## src/rtl/fetch_ctrl.sv

```systemverilog
// ============================================================================
// fetch_ctrl: fetch-stage PC / IF/ID sequencing with I-cache line refill.
// Revision: 1.0
// ============================================================================
`default_nettype none

module fetch_ctrl #(
    parameter int LINE_WORDS = 4,
    parameter int CNT_W      = 16
) (
    input  logic                          clk,
    input  logic                          rst_n,
    input  logic [31:0]                   pc,
    input  logic                          icache_hit,
    input  logic                          branch_taken,
    input  logic                          load_use_hazard,
    output logic                          mem_req,
    output logic [31:0]                   mem_addr,
    input  logic                          mem_ready,
    input  logic [31:0]                   mem_rdata,
    output logic                          refill_we,
    output logic [$clog2(LINE_WORDS)-1:0] refill_idx,
    output logic [31:0]                   refill_data,
    output logic                          pc_write,
    output logic                          ifid_write,
    output logic                          ifid_flush,
    output logic [CNT_W-1:0]              miss_count
);

    localparam int                IDX_W       = $clog2(LINE_WORDS);
    localparam logic [IDX_W-1:0]  C_LAST_IDX  = IDX_W'(LINE_WORDS - 1);
    localparam logic [31:0]       C_LINE_MASK = ~(32'(LINE_WORDS * 4) - 32'd1);

    typedef enum logic [1:0] {
        ST_RUN    = 2'd0,
        ST_REFILL = 2'd1,
        ST_RESUME = 2'd2
    } state_t;

    state_t             r_state,    w_state_nxt;
    logic [IDX_W-1:0]   r_idx,      w_idx_nxt;
    logic [31:0]        r_base,     w_base_nxt;
    logic [CNT_W-1:0]   r_miss_cnt, w_miss_cnt_nxt;
    logic               w_run;

    always_ff @(posedge clk or negedge rst_n) begin
        if (!rst_n) begin
            r_state    <= ST_RUN;
            r_idx      <= '0;
            r_base     <= '0;
            r_miss_cnt <= '0;
        end else begin
            r_state    <= w_state_nxt;
            r_idx      <= w_idx_nxt;
            r_base     <= w_base_nxt;
            r_miss_cnt <= w_miss_cnt_nxt;
        end
    end

    // Branch and load-use inputs never stall the refill sequence itself.
    always_comb begin
        w_state_nxt    = r_state;
        w_idx_nxt      = r_idx;
        w_base_nxt     = r_base;
        w_miss_cnt_nxt = r_miss_cnt;
        case (r_state)
            ST_RUN: begin
                if (!icache_hit && !branch_taken) begin
                    w_state_nxt = ST_REFILL;
                    w_idx_nxt   = '0;
                    w_base_nxt  = pc & C_LINE_MASK;
                    if (r_miss_cnt != {CNT_W{1'b1}}) begin
                        w_miss_cnt_nxt = r_miss_cnt + 1'b1;
                    end
                end
            end
            ST_REFILL: begin
                if (mem_ready) begin
                    if (r_idx == C_LAST_IDX) begin
                        w_state_nxt = ST_RESUME;
                        w_idx_nxt   = '0;
                    end else begin
                        w_idx_nxt   = r_idx + 1'b1;
                    end
                end
            end
            ST_RESUME: begin
                w_state_nxt = ST_RUN;
            end
            default: begin
                w_state_nxt = ST_RUN;
                w_idx_nxt   = '0;
            end
        endcase
    end

    assign w_run       = (r_state == ST_RUN);

    assign mem_req     = (r_state == ST_REFILL);
    assign mem_addr    = r_base + (32'(r_idx) << 2);
    assign refill_we   = mem_req & mem_ready;
    assign refill_idx  = r_idx;
    assign refill_data = mem_rdata;
    assign miss_count  = r_miss_cnt;

    assign pc_write    = branch_taken | (w_run & icache_hit & !load_use_hazard);
    assign ifid_write  = branch_taken | !load_use_hazard;
    assign ifid_flush  = ifid_write & (branch_taken | !w_run | !icache_hit);

endmodule

`default_nettype wire

```

## config.mk

```make
export PLATFORM = sky130hd
export DESIGN_NAME = fetch_ctrl
export DESIGN_NICKNAME = d
export VERILOG_FILES = /design/src/rtl/fetch_ctrl.sv
export SDC_FILE = /design/constraint.sdc
export NUM_CORES = 1
export LEC_CHECK = 0
export BUFFER_PORTS_ARGS = -buffer_cell sky130_fd_sc_hd__buf_2
export CELL_PAD_IN_SITES_DETAIL_PLACEMENT = 0
export CELL_PAD_IN_SITES_GLOBAL_PLACEMENT = 1
export CORE_UTILIZATION = 31
export DETAILED_ROUTE_END_ITERATION = 10
export GPL_ROUTABILITY_DRIVEN = 0
export GPL_TIMING_DRIVEN = 0
export PLACE_DENSITY = 0.88
export REMOVE_ABC_BUFFERS = 1
export SYNTH_ARGS = -nofsm -noshare
export SYNTH_HDL_FRONTEND = slang
export SYNTH_SLANG_ARGS = --single-unit
```

## constraint.sdc

```tcl
create_clock -name clk -period 4.8 [get_ports clk]
set_input_delay 0.72 -clock clk [delete_from_list [all_inputs] [get_ports clk]]
set_output_delay 0.72 -clock clk [all_outputs]
set_load 0.03 [all_outputs]
```

==> summary.md <==
| Metric | Value |
|---|---|
| Slew HR | 0.2762 |
| Mapped cell area | 2345 um^2 |
| Skew final | 0.008038 ns |
| Final Total Pwr | 1.717 mW |
| Worst hold slack | between 0.4 and 0.5 ns |
| Total track usage | 0.1629 |
| Hpwl dp | 4695 um |
| Reg2reg setup slack | 2.25 ns |
| Vias in the first global route | between 1500 and 2000 |
| Antenna viol nets, final | 0 |
| Final Non-Filler Cells | 412 |
| Final Hold Violating Endpoints | 0 |
| Die Ht | between 80 and 90 um |
| Worst-path clk slew | approximately 0.09 ns |
| Most frequent cell after synthesis | nand2_1 |
| Clk_lat worst skew | 0.29 ns |
| First-pass GRT wire length | 9301 um |
| Post-synth top cells | nand2_1 (97), dfrtp_1 (48), buf_4 (36) |
| Crit Path Max Fanout | 39 |
| DR WL/cell | 15.23 um |
| Nets@finish | 384 |
| Crit path arrival time | 2.77 ns |
| Clock sinks | 48 |
| DRT Pass-1 Iters | 4 |
| Ranking of synthesized cells by area | dfrtp_1 (51%), nand2_1 (16%), buf_4 (12%) |
| Core area | 7292 um^2 |
| Final routed DRC violation total | 0 |
| Max-capacitance violation count | 0 |
| Row count | 31 |
| H-tree depth | 2 |
| Area of the multi-input gates | 853.3 um^2 |
| Flops & latches, synth | 48 |
| Initial antenna violation count | 0 |
| Slowest-stage cell, CP | or4_4 |
| PD cells | approximately 630 nW/um^2 |
| Async SR Flop Fraction | 1.000 |
| Fin Setup TNS | 0 ns |
| Startpoint types | flip-flop |
| Avg Cell Area, Syn | 9.053 um^2 |
| Synth Warn # | 0 |
| Drt initial violations | 81 |
| Outcome | complete, no violations |
| RSZ-0062 raised after global routing | false |
| Clk pwr share | 0.145 |
| Fillers | 770 |
| Sequential cell area | 1201 um^2 |
| Clock root buffer | clkbuf_8 |
| IO Port Bufs | between 80 and 90 |
| Main flop type after synthesis | dfrtp_1 |
| Die area | 7916 um^2 |
| Final core utilization | 0.3735 |
| Synth cell types | 33 |
| WP data required | 5.01 ns |
| Max Root-Sink Buffers | 2 |
| Synth top area share | 0.5123 |
| Die width | 88.97 um |
| Final worst-path cycle share | 0.5315 |
| Inst Count DP | 404 |
| P_sw | 0.8142 mW |
| Setup CP Type | reg2reg |
| Register share of total power | 0.395 |
| Aggregate global routing overflow | 0 |
| P_int | 0.9030 mW |
| Post-synth EDFFs | 0 |
| Worst Tran Pin Value | 1.086 ns |
| Largest net degree at the start of global routing | 49 |
| Vias | 1914 |
| Worst Hold Class | reg2reg |
| Mapped Cells | roughly 260 |
| Min Clock Period, post-route | 2.551 ns |
| Routed Wire Length | roughly 6300 um |
| Diode count | 0 |
| Critical Path End Type | flip-flop |
| Share of layout cells above drive strength 1 | 0.3259 |
| Starting Density | 0.3216 |
| Hold buffers post-CTS | 0 |
| Vias per cell | 4.646 |
| Layout area overhead | 16.17% |
| Max-slew violations | 0 |
| CTS Buf Count | 5 |
| CP max stage delay | 0.81 ns |
| Peak Freq | a little under 400 MHz |
| Post_cts resized | 0 |
| Final setup vio count | 0 |
| CTS tree | built |
| Synth area leader | dfrtp_1 |
| Switching part of the total power | 0.4741 |
| Logic pwr share | 0.459 |
| Max VDD drop | approximately 0.28 mV |
| Leakage | ~1.5 nW |
| IO Count | 157 |
| CP cell instances | or4_4, or3_1, nor4b_1, xor2_1 |
| Post-synthesis sequential area ratio | 0.5123 |
| Post-CTS Setup Inserts | 0 |
==> critical path: cells and delay by family, from the launching register on <==
family | cells | cell delay, ns
xor gates and xnor gates | 1 | 0.19
DFF | 1 | 0.49
and+or+nand+nor | 3 | 1.77
==> power groups by stage <==
stage               Clock [mW]  Sequential [mW]  Combinational (mW)
finish                   0.250            0.679               0.789
global route             0.279            0.706               0.860
CTS                      0.259            0.679               0.795
detailed placement           0            0.686               0.794
global placement             0            0.678               0.780
floorplan                    0            0.993               0.223
==> area by class of cell <==
class	count	area share
flip-flops and latches	48	0.4410
multi-input cells	168	0.3133
repair buffers	88	0.1649
well taps	99	0.04548
clock buffers	6	0.03032
clock inverters	2	0.003675
inverters	1	0.001378
==> stage by stage <==
| step | worst slack (ns) | instance area [um^2] |
|---|---|---|
| after floorplan | 1.351 | 2052 |
| after global placement | -0.2494 | 2606 |
| after detailed placement | 2.000 | 2631 |
| after CTS | 2.255 | 2724 |
| after global routing | 2.173 | 2724 |
| final | 2.249 | 2724 |
==> layout by cell type (no fill, tap or decap), types with 2 or more instances in the layout <==
master,n
nand2_1,97
buf_2,86
dfrtp_1,48
xor2_1,10
nor3_1,9
nand3_1,8
nand4_1,6
clkbuf_8,6
nor2_1,5
nor4_2,2
or4_4,2
nor4_1,2
mux2_2,2
nor4b_1,2
and3_1,2
a21oi_1,2
o22ai_1,2
ha_1,2
conb_1,2
clkinv_2,2
==> final timing paths <==
path	end	cells after the start	startpoint
hold reg to reg	r_base[9]	2	r_base[9]
min in group asynchronous	miss_count[12]	1	rst_n
setup / recovery	miss_count[10]	4	r_state[0]
hold / removal	r_base[9]	2	r_base[9]
setup reg to reg	miss_count[10]	4	r_state[0]
max in group asynchronous	r_base[26]	1	rst_n
==> registers in the layout, summed over array words and instances, names as in the netlist <==
name        flops
miss_count     16
r_base         28
r_state         2
refill_idx      2
==> metal layers <==
layer	vias up	routed length (um)	track usage	part of all wire
met5	-	59	0.05844	0.0094
li1	915	-	-	-
met3	7	1052	0.1339	0.17
met2	116	2266	0.1993	0.36
met1	874	2840	0.2119	0.45
met4	2	55	0.03463	0.0088
==> cell families after synthesis <==
| group | after synthesis | synth area share |
|---|---|---|
| DFF | 48 | 0.5123 |
| xor gates and xnor gates | 11 | 0.04109 |
| muxes | 2 | 0.009604 |
| AOI/OAI and AO/OA | 11 | 0.03149 |
| and+or+nand+nor | 140 | 0.2652 |
| other | 1 | 0.001599 |
| adders and majority gates | 2 | 0.01067 |
| buffers and inverters | 44 | 0.1281 |
Power figures use the tool's default switching activity.
